<file path="config.mk">
export PLATFORM = sky130hd
export DESIGN_NAME = cap_trig_ctrl
export DESIGN_NICKNAME = d
export VERILOG_FILES = /design/src/rtl/cap_trig_ctrl.sv
export SDC_FILE = /design/constraint.sdc
export NUM_CORES = 1
export LEC_CHECK = 0
export ABC_AREA = 1
export BUFFER_PORTS_ARGS = -buffer_cell sky130_fd_sc_hd__buf_4
export CAP_MARGIN = 20
export CORE_ASPECT_RATIO = 0.7
export CORE_MARGIN = 3
export CORE_UTILIZATION = 32
export CTS_BUF_LIST = sky130_fd_sc_hd__clkbuf_2
export DETAILED_ROUTE_END_ITERATION = 16
export GPL_ROUTABILITY_DRIVEN = 0
export PLACE_DENSITY = 0.62
export SETUP_SLACK_MARGIN = 0.2
export SKIP_CTS_REPAIR_TIMING = 1
export SYNTH_ARGS = -nofsm -noshare
export SYNTH_HDL_FRONTEND = slang
export SYNTH_SLANG_ARGS = --single-unit
</file>
<file path="constraint.sdc">
create_clock -name clk -period 2.4 [get_ports clk]
set_clock_uncertainty 0.1 [all_clocks]
set_input_delay 0 -clock clk [delete_from_list [all_inputs] [get_ports clk]]
set_output_delay 0 -clock clk [all_outputs]
set_load 0.01 [all_outputs]
</file>
<file path="src/rtl/cap_trig_ctrl.sv">
// Trigger/store sequencer for the debug capture path: writes the capture stream into a
// circular SRAM, detects a trigger and stops after a programmed post-trigger count.
module cap_trig_ctrl #(
    parameter int AW  = 10,
    parameter int PLW = 16
) (
    input  logic           clk,
    input  logic           rst_n,
    input  logic [31:0]    cap_data,
    input  logic           cap_data_vld,
    input  logic           cap_mode_vld,
    input  logic           cfg_arm,
    input  logic           cfg_abort,
    input  logic [31:0]    cfg_trig_val,
    input  logic [31:0]    cfg_trig_mask,
    input  logic           cfg_trig_en,
    input  logic           ext_trig,
    input  logic [PLW-1:0] cfg_post_len,
    output logic           mem_wr_en,
    output logic [AW-1:0]  mem_waddr,
    output logic [31:0]    mem_wdata,
    output logic           cap_busy,
    output logic           cap_done,
    output logic           cap_err,
    output logic [AW-1:0]  trig_addr,
    output logic           wrapped
);

    localparam int            XW      = (PLW > AW) ? PLW : AW;
    localparam logic [AW-1:0] PTR_MAX = {AW{1'b1}};

    typedef enum logic [1:0] {
        IDLE  = 2'd0,
        ARMED = 2'd1,
        POST  = 2'd2,
        DONE  = 2'd3
    } state_t;

    state_t        state, state_nx;
    logic [AW-1:0] ptr;
    logic [AW-1:0] post_cnt;
    logic [AW-1:0] post_clamp;
    logic [XW-1:0] len_x;
    logic [XW-1:0] lim_x;
    logic          pending;
    logic          match;
    logic          trig_evt;
    logic          arm_go;
    logic          wr_fire;
    logic          trig_fire;
    logic          dec_cnt;
    logic          enter_err;

    // Clamping to 2^AW-1 keeps the trigger sample from being overwritten before DONE.
    assign len_x      = XW'(cfg_post_len);
    assign lim_x      = XW'(PTR_MAX);
    assign post_clamp = (len_x > lim_x) ? PTR_MAX : len_x[AW-1:0];

    assign match    = cfg_trig_en & (((cap_data ^ cfg_trig_val) & cfg_trig_mask) == 32'd0);
    assign trig_evt = cap_data_vld & (match | pending | ext_trig);

    always_ff @(posedge clk or negedge rst_n) begin
        if (!rst_n) begin
            state <= IDLE;
        end else begin
            state <= state_nx;
        end
    end

    always_comb begin
        state_nx  = state;
        arm_go    = 1'b0;
        wr_fire   = 1'b0;
        trig_fire = 1'b0;
        dec_cnt   = 1'b0;
        enter_err = 1'b0;
        case (state)
            IDLE, DONE: begin
                if (cfg_arm) begin
                    state_nx = ARMED;
                    arm_go   = 1'b1;
                end
            end
            ARMED: begin
                if (cfg_abort) begin
                    state_nx = IDLE;
                end else if (!cap_mode_vld) begin
                    state_nx  = IDLE;
                    enter_err = 1'b1;
                end else if (cap_data_vld) begin
                    wr_fire = 1'b1;
                    if (trig_evt) begin
                        trig_fire = 1'b1;
                        state_nx  = (post_clamp == '0) ? DONE : POST;
                    end
                end
            end
            POST: begin
                if (cfg_abort) begin
                    state_nx = IDLE;
                end else if (!cap_mode_vld) begin
                    state_nx  = IDLE;
                    enter_err = 1'b1;
                end else if (cap_data_vld) begin
                    wr_fire = 1'b1;
                    dec_cnt = 1'b1;
                    if (post_cnt == AW'(1)) begin
                        state_nx = DONE;
                    end
                end
            end
            default: state_nx = IDLE;
        endcase
    end

    always_ff @(posedge clk or negedge rst_n) begin
        if (!rst_n) begin
            mem_wr_en <= 1'b0;
            mem_waddr <= '0;
            mem_wdata <= '0;
            cap_busy  <= 1'b0;
            cap_done  <= 1'b0;
            cap_err   <= 1'b0;
            trig_addr <= '0;
            wrapped   <= 1'b0;
            ptr       <= '0;
            post_cnt  <= '0;
            pending   <= 1'b0;
        end else begin
            mem_wr_en <= wr_fire;
            cap_busy  <= (state_nx == ARMED) || (state_nx == POST);
            if (arm_go) begin
                ptr       <= '0;
                mem_waddr <= '0;
                wrapped   <= 1'b0;
                cap_done  <= 1'b0;
                cap_err   <= 1'b0;
                trig_addr <= '0;
                pending   <= 1'b0;
            end else begin
                // cap_done follows the DONE state register, one cycle after the final write.
                if (state == DONE) begin
                    cap_done <= 1'b1;
                end
                if (enter_err) begin
                    cap_err <= 1'b1;
                end
                if (wr_fire) begin
                    mem_waddr <= ptr;
                    mem_wdata <= cap_data;
                    ptr       <= ptr + AW'(1);
                    if (ptr == PTR_MAX) begin
                        wrapped <= 1'b1;
                    end
                end
                if (state == ARMED) begin
                    if (trig_fire) begin
                        pending <= 1'b0;
                    end else if (ext_trig) begin
                        pending <= 1'b1;
                    end
                end
                if (trig_fire) begin
                    trig_addr <= ptr;
                    post_cnt  <= post_clamp;
                end else if (dec_cnt) begin
                    post_cnt <= post_cnt - AW'(1);
                end
            end
        end
    end

endmodule

</file>
### Word-level counts from Yosys, hierarchy flattened

Cells that the tools add are included.

* order comparisons: 1
* add/sub/neg operators: 2
* div/mod/pow operators: 0
* shift-type cells: 0
* equality and inequality tests: 7
* bitwise gates (word level): 7
* multipliers: 0
* reductions and logical operators: 18
* multiplexer cells: 46

Operators with widths (count)
* 10-bit 2-to-1 mux: 9
* 32-bit bitwise AND: 1
* 32-bit logical NOT: 1
* 32-bit XOR: 1
* 1-bit 2-to-1 mux: 27
* 2-bit 2-to-1 mux: 9
* 16-bit by 10-bit greater-than comparator with 1-bit output (second input constant): 1
* 2-bit nonzero test: 7
* 10-bit by 1-bit adder with 10-bit output (second input constant): 1
* 10-bit by 1-bit equality test with 1-bit output (second input constant): 1
* 10-bit equality test (second input constant): 1
* 10-bit logical NOT: 1
* 10-bit by 1-bit subtractor with 10-bit output (second input constant): 1
* 2-bit AND reduction: 4
* 2-bit equality test (second input constant): 3
* 2-bit one-hot mux with 3 select lines: 1
* 2-bit by 1-bit equality test with 1-bit output (second input constant): 2
* 2-bit OR reduction: 2
* 3-bit nonzero test: 1
* 1-bit bitwise AND: 2
* 2-bit logical NOT: 1
* 1-bit OR: 2
* 1-bit logical OR: 1
* 1-bit inverter: 1

* register bits after elaboration: 80
* memories: 0
* memory bits (read-only): 0
* output and inout bits: 57
* word-level logic and storage cells: 93
* bits in writable memories: 0
* bits in latches: 0

### Logic depth before layout (Yosys ltp)

* word-level depth: 15
* gate-level depth with buffers: 17
* mapped depth without buffers: 17

### Worst setup path after synthesis

OpenSTA, ideal clock, no wires.

* path type: register to register
* start point: reg state[0]
* end point: reg mem_waddr[7]
* buffers on the path: 1
* clock period less this slack: 1.893 ns
* setup slack: 0.507 ns
* stages on the path, launching flop included: 8
* required time: 2.175 ns
* arrival: 1.668 ns
* path through: dfrtp_1 -> inv_1 -> ha_1 -> nand2_1 -> inv_1 -> buf_1 -> nor2_1 -> mux2_2

* longest elaborated chain between the ends: 4

RTL lines
* from (decl): RTL line 39 `state_t state, state_nx;`
* from (signal assigned): RTL line 66 `state <= state_nx;`
* 2-bit equality test, or another cell as far along: RTL line 77 `case (state)`
* 2-bit OR reduction (on tied branches)
* 1-bit 2-to-1 mux (on tied branches)
* 10-bit 2-to-1 mux / 2-bit nonzero test (equally long branches)
* to (signal assigned): RTL line 149 `mem_waddr <= ptr;`
* to (decl): RTL line 20 `output logic [AW-1:0] mem_waddr,`

Parallel ways exist; a longest one is shown, timed or not.
A chain may end at the register's enable or synchronous reset.

### Final worst setup path

* start point: reg state[0]
* end point: reg mem_waddr[2]

The elaborated chain is that of the path after synthesis.

==> impl_metrics.json <==
{
  "grt_max_degree": 81,
  "cp_common_cell": "inv_1",
  "setup_tns_ns": 0,
  "coreArea_sq_um": 12700,
  "fmax_ghz": 0.502,
  "slew-limit-headroom_pct": 72.4,
  "max_stage_delay_ns": 0.44,
  "antennaDiodeCount": 0,
  "leakage_nw": 3.48,
  "p_total_mw": 4.77,
  "die_h_microns": 103,
  "grt_pass1_wl_microns": 20500,
  "drive_gt1_share_pct": 26.4,
  "synth_top_family_by_area": "simple AND/OR/NAND/NOR gates",
  "numPortBuffers": 176,
  "synth-xor-area-share_pct": 1.85,
  "yosysSeqAreaShare_pct": 46.9,
  "wl_met3_microns": 903,
  "viasPerCell": 4.67,
  "drcViolationCount": 0,
  "wire_per_inst_microns": 14.1,
  "clockRootBuffer": "clkbuf_2",
  "cp-start-kind": "flop",
  "htree_levels": 3,
  "cts.clk_slew.worst_paths_ns": 0.26,
  "outcome": "complete, no violations",
  "path_cells": "inv_1, ha_1, nand2_1, inv_1, buf_4, nor2_1, mux2_2",
  "maxCapViolCount": 0,
  "min-delay-start": "cfg_post_len[11]",
  "ios": 177,
  "crit_slowest_cell": "dfrtp_1",
  "rr_worst_depth": 7,
  "crit_fanout": 8,
  "min_to": "state[0]",
  "highest_layer": "met4",
  "end_kind": "flop",
  "dieArea_sq_um": 14800,
  "first_pass_iters": 5,
  "synth-simple-area-share_pct": 28.8,
  "powerDensity_nw_per_um2": 733,
  "grt_pass1_vias": 4199,
  "worstHoldPathType": "in2reg",
  "postSynthAreaPerCell_sq_um": 7.44,
  "r2r_start": "state[0]",
  "fin_crit_sh_pct": 82.9,
  "cts.sinks": 80,
  "vias": 4559,
  "combPwrFrac_pct": 41.5,
  "rows": 34,
  "synth_fp_nets": 700,
  "cts_tree": "yes",
  "peakVddDrop_v": 0.000319,
  "cp.required_ns": 2.79,
  "die-width_microns": 144,
  "syn_area_sq_um": 4270,
  "pwr-share-seq_pct": 42.3,
  "n_fill_cell": 1194,
  "grt-ovfl-total": 0,
  "hpwlAfterDp_microns": 10200,
  "path_class": "reg2reg",
  "dr_wl_met2_microns": 6650,
  "met1_length_microns": 6000,
  "worst_slew_pin_slew_ns": 0.410,
  "hold_viol_final": 0,
  "grt_usage_pct": 17.5,
  "internal_power_mw": 2.93,
  "syn_to_final_growth_pct": 52.4,
  "wirelength_microns": 13800,
  "r2r_setup_slack_ns": 0.41,
  "yosysUniqueCellTypes": 32,
  "synth-seq-cells": 80,
  "finalSetupViolCount": 0,
  "drtIter0Drc": 264,
  "r2r_end": "mem_waddr[2]",
  "power.clock.fraction_pct": 16.2,
  "cts_buffer_depth": 2,
  "switching_share_pct": 38.5,
  "final_nets": 935,
  "finalMaxSlewViolations": 0,
  "synthAdderAreaFrac_pct": 1.76,
  "synth_compound_gate_area_share_pct": 10.7,
  "numCtsBuffers": 9,
  "clock_latency_ns": 0.56,
  "switchingPower_mw": 1.83,
  "netlist_instances": 574,
  "arrival_ns": 2.38,
  "start_util_pct": 33.6,
  "synth.area.mux_share_pct": 0.791,
  "hold_depth": 10,
  "antenna_found_initial": 0,
  "rsz0062_at_grt": "false",
  "fin_crit_ns": 1.99,
  "ys_warn_count": 0,
  "ant_nets": 0
}
-- final cells by class --
| type | count | area [sq um] | area share (%) |
|---|---|---|---|
| flip-flops and latches | 80 | 2000 | 30.8 |
| repair buffers | 240 | 1980 | 30.4 |
| multi-input cells | 393 | 1880 | 28.9 |
| inverters | 85 | 322 | 4.94 |
| well taps | 162 | 203 | 3.11 |
| clock inverters | 7 | 78.8 | 1.21 |
| clock buffers | 9 | 45.0 | 0.692 |
-- registers in the layout, indices dropped and copies added, names as in the netlist, 2 cells and up --
register and count:
state 2, mem_waddr 10, post_cnt 10, mem_wdata 32, ptr 10, trig_addr 10
-- worst max-delay path, delay by kind of cell (launching register included) --
kind / cells / cell delay (ns)
flops: 1 / 0.44
mux: 1 / 0.26
fa+ha+maj: 1 / 0.39
buf+inv: 3 / 0.61
simple gates: 2 / 0.16
-- cell usage in the layout (no fill, tap or decap), types with 4 or more instances in the layout --
cell and count:
buf_4 184, nand2_1 175, inv_1 81, dfrtp_1 80, o21ai_0 57, dlygate4sd3_1 53, nand3_1 49, nor2_1 36
nor3_1 12, clkbuf_2 9, nand4_1 7, a21oi_1 7, xor2_1 7, ha_1 6, or2_1 5, o31ai_1 5
a31oi_1 5, o22ai_1 4
-- cells by family after synthesis --
| kind of cell | count (synthesis) |
|---|---|
| AND/OR/NAND/NOR | 292 |
| buffers and inverters | 101 |
| AO/OA/AOI/OAI | 83 |
| flip-flops | 80 |
| XOR/XNOR | 9 |
| adder cells (fa/ha/maj) | 6 |
| multiplexers | 3 |
-- worst max-delay path by stage --
stage | startpoint | end | slack, ns | depth (start not counted)
6_report | state[0] | mem_waddr[2] | 0.41 | 7
5_1_grt | state[0] | ptr[0] | 0.28 | 8
4_1_cts | state[1] | post_cnt[2] | 0.27 | 9
3_5_place_dp | cap_data[5] | post_cnt[2] | 0.27 | 15
3_3_place_gp | cap_data[5] | post_cnt[2] | 0.35 | 15
2_1_floorplan | state[0] | mem_waddr[7] | 0.51 | 7
-- cell usage after synthesis --
master / instances / area share, %
o21ai_2: 1 / 0.21
a21oi_4: 1 / 0.38
nor4_1: 3 / 0.44
xnor2_1: 2 / 0.41
or2_1: 5 / 0.73
nand4_1: 7 / 1.0
buf_2: 1 / 0.12
nand2_2: 1 / 0.15
nand2_1: 176 / 15
buf_4: 2 / 0.35
inv_1: 82 / 7.2
ha_1: 6 / 1.8
o21ai_0: 57 / 6.7
clkbuf_1: 11 / 0.97
o21ai_1: 2 / 0.23
buf_6: 1 / 0.26
dfrtp_1: 80 / 47
o211ai_1: 1 / 0.18
o22ai_1: 4 / 0.59
clkinv_1: 1 / 0.088
nor3_1: 12 / 1.4
a31oi_1: 5 / 0.73
nand3_1: 49 / 5.7
o31ai_1: 5 / 0.88
xor2_1: 7 / 1.4
inv_2: 2 / 0.18
or2_2: 1 / 0.15
mux2_2: 3 / 0.79
nand3_4: 1 / 0.41
a21oi_1: 7 / 0.82
buf_1: 1 / 0.088
nor2_1: 37 / 3.3
-- metal layers --
metal	track usage [%]	vias to the layer above
li1	-	2299
met1	22.5	2071
met2	29.3	170
met3	5.10	19
met4	4.49	0
met5	0	-
-- stage by stage --
step	worst slack [ns]	instances	util, %	hold slack [ns]	instance area [sq um]
floorplan	0.507	574	-	-0.396	4270
global placement	0.354	901	45.3	0.117	5760
detailed placement	0.269	901	45.3	0.128	5760
CTS	0.269	917	46.2	-0.513	5880
global route	0.282	976	51.2	0.0578	6510
finish	0.409	976	51.2	0.0972	6510
-- power groups by stage --
stage | Sequential [mW] | Clock [mW] | Combinational (mW)
global route | 2.06 | 0.874 | 2.21
detailed placement | 2.03 | 0 | 1.90
CTS | 2.01 | 0.809 | 1.90
finish | 2.01 | 0.774 | 1.98
global placement | 2.02 | 0 | 1.87
floorplan | 2.13 | 0 | 0.822
No activity file was read; power rests on OpenSTA's default activity.
